--- src/rtl/vout_fpdlink.sv ---
// vout_fpdlink: dual-pixel FPD-Link transmit timing, Y4-to-grey RGB666 expansion and 42-bit serializer packing
module vout_fpdlink #(
  parameter int H_ACT  = 800,
  parameter int H_FP   = 24,
  parameter int H_SYNC = 16,
  parameter int H_BP   = 40,
  parameter int V_ACT  = 1200,
  parameter int V_FP   = 3,
  parameter int V_SYNC = 3,
  parameter int V_BP   = 20
) (
  input  logic        clk,
  input  logic        rst,
  input  logic        en,
  input  logic [7:0]  pix_data,
  input  logic        pix_valid,
  output logic        pix_ready,
  output logic        frame_start,
  output logic        underflow,
  output logic [41:0] fpdlink_dout
);
  localparam int H_TOT = H_ACT + H_FP + H_SYNC + H_BP;
  localparam int V_TOT = V_ACT + V_FP + V_SYNC + V_BP;
  localparam int HW = $clog2(H_TOT);
  localparam int VW = $clog2(V_TOT);
  localparam logic [HW-1:0] H_A  = HW'(H_ACT);
  localparam logic [HW-1:0] H_S0 = HW'(H_ACT + H_FP);
  localparam logic [HW-1:0] H_S1 = HW'(H_ACT + H_FP + H_SYNC);
  localparam logic [HW-1:0] H_L  = HW'(H_TOT - 1);
  localparam logic [VW-1:0] V_A  = VW'(V_ACT);
  localparam logic [VW-1:0] V_S0 = VW'(V_ACT + V_FP);
  localparam logic [VW-1:0] V_S1 = VW'(V_ACT + V_FP + V_SYNC);
  localparam logic [VW-1:0] V_L  = VW'(V_TOT - 1);
  typedef enum logic {IDLE, RUN} state_t;
  state_t        state_q, state_d;
  logic [HW-1:0] hcnt_q, hcnt_d;
  logic [VW-1:0] vcnt_q, vcnt_d;
  logic [41:0]   dout_q, dout_d;
  logic          fs_q, fs_d, uf_q, uf_d;
  logic          run, de, hs, vs, h_last, v_last, xfer;
  logic [5:0]    co, ce;
  always_comb begin
    run = state_q == RUN;
    de = (hcnt_q < H_A) & (vcnt_q < V_A);
    hs = (hcnt_q >= H_S0) & (hcnt_q < H_S1);
    vs = (vcnt_q >= V_S0) & (vcnt_q < V_S1);
    h_last = hcnt_q == H_L;
    v_last = vcnt_q == V_L;
    pix_ready = run & de & ~rst;
    xfer = pix_ready & pix_valid;
    co = xfer ? {pix_data[3:0], pix_data[3:2]} : 6'd0;
    ce = xfer ? {pix_data[7:4], pix_data[7:6]} : 6'd0;
    hcnt_d = run ? (h_last ? '0 : hcnt_q + 1'b1) : '0;
    vcnt_d = run ? (h_last ? (v_last ? '0 : vcnt_q + 1'b1) : vcnt_q) : '0;
    state_d = run ? ((h_last & v_last & ~en) ? IDLE : RUN) : (en ? RUN : IDLE);
    fs_d = run & (hcnt_q == '0) & (vcnt_q == '0);
    uf_d = (run & de & ~pix_valid) | (uf_q & ~fs_d);
    dout_d = run ? {co[0], co, co[1:0], co[5:1], de, vs, hs, co[5:2],
                    ce[0], ce, ce[1:0], ce[5:1], de, vs, hs, ce[5:2]} : '0;
  end
  always_ff @(posedge clk) begin
    if (rst) begin
      state_q <= IDLE;
      hcnt_q  <= '0;
      vcnt_q  <= '0;
      dout_q  <= '0;
      fs_q    <= 1'b0;
      uf_q    <= 1'b0;
    end else begin
      state_q <= state_d;
      hcnt_q  <= hcnt_d;
      vcnt_q  <= vcnt_d;
      dout_q  <= dout_d;
      fs_q    <= fs_d;
      uf_q    <= uf_d;
    end
  end
  assign fpdlink_dout = dout_q;
  assign frame_start  = fs_q;
  assign underflow    = uf_q;
endmodule

--- config.mk ---
export PLATFORM = sky130hd
export DESIGN_NAME = vout_fpdlink
export DESIGN_NICKNAME = d
export VERILOG_FILES = /design/src/rtl/vout_fpdlink.sv
export SDC_FILE = /design/constraint.sdc
export NUM_CORES = 1
export LEC_CHECK = 0
export BUFFER_PORTS_ARGS = -buffer_cell sky130_fd_sc_hd__buf_2
export CAP_MARGIN = 5
export CORE_MARGIN = 3
export CORE_UTILIZATION = 45
export CTS_BUF_LIST = sky130_fd_sc_hd__clkbuf_2 sky130_fd_sc_hd__clkbuf_4 sky130_fd_sc_hd__clkbuf_8
export DETAILED_ROUTE_END_ITERATION = 7
export GPL_ROUTABILITY_DRIVEN = 0
export GPL_TIMING_DRIVEN = 0
export PLACE_DENSITY_LB_ADDON = 0.12
export SLEW_MARGIN = 25
export SYNTH_ARGS = -nofsm -noshare
export SYNTH_HDL_FRONTEND = slang
export SYNTH_SLANG_ARGS = --single-unit
export TNS_END_PERCENT = 50
--- constraint.sdc ---
create_clock -name clk -period 2.3 [get_ports clk]
set_input_delay 0.345 -clock clk [delete_from_list [all_inputs] [get_ports clk]]
set_output_delay 0.345 -clock clk [all_outputs]
set_load 0.05 [all_outputs]
## Yosys cells after proc, flatten, opt, wreduce, memory -nomap -nowiden

Cells that the tools add are included.

| storage, ports and cells | value |
|---|---|
| output and inout bits | 45 |
| word-level logic and storage cells | 44 |
| bits of input ports | 12 |
| register bits | 66 |

| cells by class | value |
|---|---|
| bitwise gates (word level) | 18 |
| add/sub/neg operators | 2 |
| reduce and logical (&&, ||, !) cells | 4 |
| order comparisons | 6 |
| eq/ne operators | 2 |
| muxes and demuxes | 6 |

Operator list:

| kind | count |
|---|---|
| less-than comparator 11 bit, second input constant | 2 |
| less-than comparator 10 bit, second input constant | 2 |
| AND 1 bit | 12 |
| 2-to-1 mux 6 bit | 2 |
| adder 11 x 1 -> 11 bit, second input constant | 1 |
| == test 11 bit, second input constant | 1 |
| greater-or-equal comparator 11 bit, second input constant | 1 |
| zero test 11 bit | 1 |
| 2-to-1 mux 11 bit | 1 |
| adder 10 x 1 -> 10 bit, second input constant | 1 |
| == test 10 bit, second input constant | 1 |
| greater-or-equal comparator 10 bit, second input constant | 1 |
| zero test 10 bit | 1 |
| inverter 1 bit | 5 |
| 2-to-1 mux 1 bit | 3 |
| OR reduction 3 bit | 1 |
| OR reduction 2 bit | 1 |
| OR 1 bit | 1 |

## Logic depth before layout (Yosys ltp)

| depth | value |
|---|---|
| depth in word-level cells | 6 |
| gate-level depth with buffers | 6 |
| mapped depth without buffers | 6 |

## Least setup slack after synthesis

Ideal clock, no wire load.

| timing path | value |
|---|---|
| kind | reg2reg |
| start point | register hcnt_q[0] |
| end point | register vcnt_q[9] |
| path buffers | 0 |
| clock period less this slack | 1.807 ns |
| cell stages (with the launch flop) | 6 |
| arrival time | 1.737 ns |
| library setup time | 0.070 ns |
| required time | 2.230 ns |
| path slack | 0.493 ns |
| cells stage by stage | dfxtp_1 > ha_1 > nand3_2 > or4_4 > or4_1 > a21oi_1 |

| between the ends | value |
|---|---|
| longest elaborated chain between the ends | 1 |

Ends and longest elaborated chain:

| what | RTL line | source |
|---|---|---|
| from (decl) | 36 | `logic [HW-1:0] hcnt_q, hcnt_d;` |
| from (signal assigned) | 71 | `hcnt_q <= hcnt_d;` |
| == test 10 bit | 47 | `h_last = hcnt_q == H_L;` |
| to (signal assigned) | 72 | `vcnt_q <= vcnt_d;` |
| to (decl) | 37 | `logic [VW-1:0] vcnt_q, vcnt_d;` |

No other way between the ends.
A chain may end at the register's enable or synchronous reset.

## Final worst setup path

| timing path | value |
|---|---|
| start point | register hcnt_q[5] |
| end point | output pix_ready |

| between the ends | value |
|---|---|
| longest elaborated chain between the ends | 4 |

Ends and longest elaborated chain:

| what | RTL line | source |
|---|---|---|
| less-than comparator 10 bit | 44 | `de = (hcnt_q < H_A) & (vcnt_q < V_A);` |
| AND 1 bit | 44 |  |
| AND 1 bit (2 in series) | 49 | `pix_ready = run & de & ~rst;` |
| to (decl) | 17 | `output logic pix_ready,` |

No other way between the ends.

==> run summary <==
status - finished clean
CP startpoint - hcnt_q[5]
Gate power share - 13.7%
Slew HR - 69.4%
final setup margin - 0.146 ns
I/O Buffers - 56
crit-path leading delay family - buffers and inverters
sequential element share of the synthesized area - 38.8%
Die ar. - 0.00481 mm^2
Setup Crit Path Kind - register to primary output
Final Routed Wirelength - 3810 um
final cell count without fillers - 317
via/cell ratio - 4.88
DR vias - 1,546
Crit. End Element - primary output
Slew @ Worst Pin - 0.459 ns
starting DRC count in detailed routing - 62
Resized Gates After CTS - 0
clk root buf - clkbuf_8
commonest non-fill, non-tap cell in the layout - buf_2
RSZ-0062 raised after global routing - no
post-layout util - 59.3%
Final Hold Viols - 0
post-synthesis register bit count - 35
Setup Skew - 0.00438 ns
Mean Syn Cell Area - 8.81 um^2
DRT Pass-1 Iters - 6
layout cells sized above 1 - 40.9%
Slew Limit Fails - 0
Residual DRC - 0
CP cell instances - clkbuf_2, nor3_1, o21a_1, buf_2
clock power share - 35.5%
Worst VDD drop - 0.354 mV
Startpoint Class - register
R2R Path End - vcnt_q[9]
CTS buffer count - 5
dpl hpwl - 2930 um
die height - 69.4 um
Antenna Cells - 0
vias in the first global route - 1,449
top_reg_cell synth - dfxtp_1
Top Ports - 57
Post-synth ARST share - 0%
Worst Path Buf+Inv - 2
fin crit period - 2.15 ns
clock tree from TritonCTS - done
largest net degree at the start of global routing - 11
clock sink total - 35
Post-synth EDFFs - 0
Required @ worst endpoint - 1.96 ns
sw power - 0.000329 W
Longest Clk Path Bufs - 2
endpoints failing setup - 0
FF-to-FF path depth - 5
worst hold start - rst
Tcrit/Tclk final - 93.6%
reg2reg setup slack - 0.33 ns
Die Wd - 69.4 um
synthesized cell area - 0.00181 mm^2
Tot GR Track Use - 16.3%
starting density of the core - 47.9%
FF-to-FF Start - hcnt_q[0]
Clock Pin Slew Worst Setup and Hold Paths - 0.07 ns
post-route ant nets - 0
CTS hold repair buffers - 0
multi-input logic area - 807 um^2
FF/Latch Area - 701 um^2
GRT overflow - 0
core area - 0.00377 mm^2
Max stage delay on crit path - 0.39 ns
Crit Path Max Fanout - 10
Switching Share - 26.7%
postcts setup bufs - 0
placed insts - 309
pwr/cell area - 552 mW/mm^2
hold crit path type - input pin to register
Wirelength per Cell - 12.0 um
largest cells by area after synthesis - dfxtp_1 (39%), buf_4 (13%), and3_1 (3.5%)
commonest cells after routing, fill and taps aside - buf_2 (59), dfxtp_1 (35), buf_4 (31)
Yosys top cell by area - dfxtp_1
Pint - 0.000905 W
Row Count - 22
Hold Path End - frame_start
Post-Route Setup TNS - 0 ns
Yosys cell types - 39
first-pass GRT wire length - 6490 um
Sequential Power Share - 50.8%
Post-Syn Nets - 222
fmax - 0.464 GHz
pre-CTS WS - 0.347 ns
Yosys Warn Count - 0
slowest CP cell - nor3_1
# Max-Cap Violations - 0
P&R area growth vs syn - 23.8%
final net count - 285
H-Tree Depth - 2
smallest hold slack - 0.279 ns
initial antenna violation count - 0
worst hold stages - 2
leakage power - 1.07 nW
Worst EP arrival - 1.81 ns
Post-Syn Instances - 205
share of the synthesized area in the top cell type - 38.8%
Fillers - 363
clk_lat worst skew - 0.28 ns
[cell families after synthesis]
kind of cell    Yosys count  share of synthesized area [%]
compound gates           27                           9.00
xor+xnor                 10                           4.85
fa+ha+maj                 5                           3.46
buf+inv                  45                           16.6
flops                    35                           38.8
simple gates             83                           27.4
[per-layer routing]
layer / global-route usage [%] / up-vias / part of all wire, %
li1: - / 811 / -
met1: 21.9 / 673 / 50
met2: 24.9 / 57 / 41
met3: 4.64 / 5 / 8.0
met4: 6.07 / 0 / 1.1
met5: 0 / - / 0
[Yosys cell counts, drive strengths merged, types with 2 or more instances]
cell and count:
xnor2 6, a21oi 12, o21ai 8, clkbuf 2, xor2 4, nor4 5
nand4 4, nor3 4, o21a 2, dfxtp 35, and3 10, or3 5
nand3 11, or4 3, ha 5, inv 8, buf 35, o31ai 2
nor2 16, nand2 14, and4 3
[how the worst max path moves through the flow]
stage	end	slack [ns]	depth (start not counted)
finish	pix_ready	0.15	4
global route	pix_ready	0.06	4
CTS	pix_ready	0.13	4
detailed placement	vcnt_q[9]	0.35	5
global placement	vcnt_q[9]	0.37	5
floorplan	vcnt_q[9]	0.49	5
[power groups by stage]
stage / Sequential (W) / Clock, W / Combinational (W)
CTS: 0.000627 / 0.000453 / 0.000171
global route: 0.000628 / 0.000474 / 0.000180
finish: 0.000627 / 0.000437 / 0.000169
global placement: 0.000640 / 0 / 0.000170
floorplan: 0.000665 / 0 / 0.000103
detailed placement: 0.000640 / 0 / 0.000171
[worst register-to-register path, cell delays in order, from the launching register on]
cell	delay [ns]
dfxtp_1	0.39
ha_1	0.24
nand3_2	0.11
or4_4	0.59
or4_1	0.42
a21oi_1	0.15
[registers in the layout (all words and copies together), names as in the netlist]
name          cells
fpdlink_dout     11
frame_start       1
hcnt_q           10
run               1
underflow         1
vcnt_q           11
[final cells by class]
class | count | area share, %
tap | 48 | 2.69
multi-input combinational | 125 | 36.1
clock inverter | 1 | 0.224
inverter | 8 | 1.34
buffer | 37 | 12.0
sequential | 35 | 31.3
timing repair buffer | 56 | 12.5
clock buffer | 7 | 3.75
[per-stage QoR]
step	power (W)	instance area [um^2]
global placement	0.000810	2150
global route	0.00128	2240
detailed placement	0.000811	2150
CTS	0.00125	2240
floorplan	0.000768	1810
finish	0.00123	2240
Note: power is estimated with default switching activity, not from simulation.
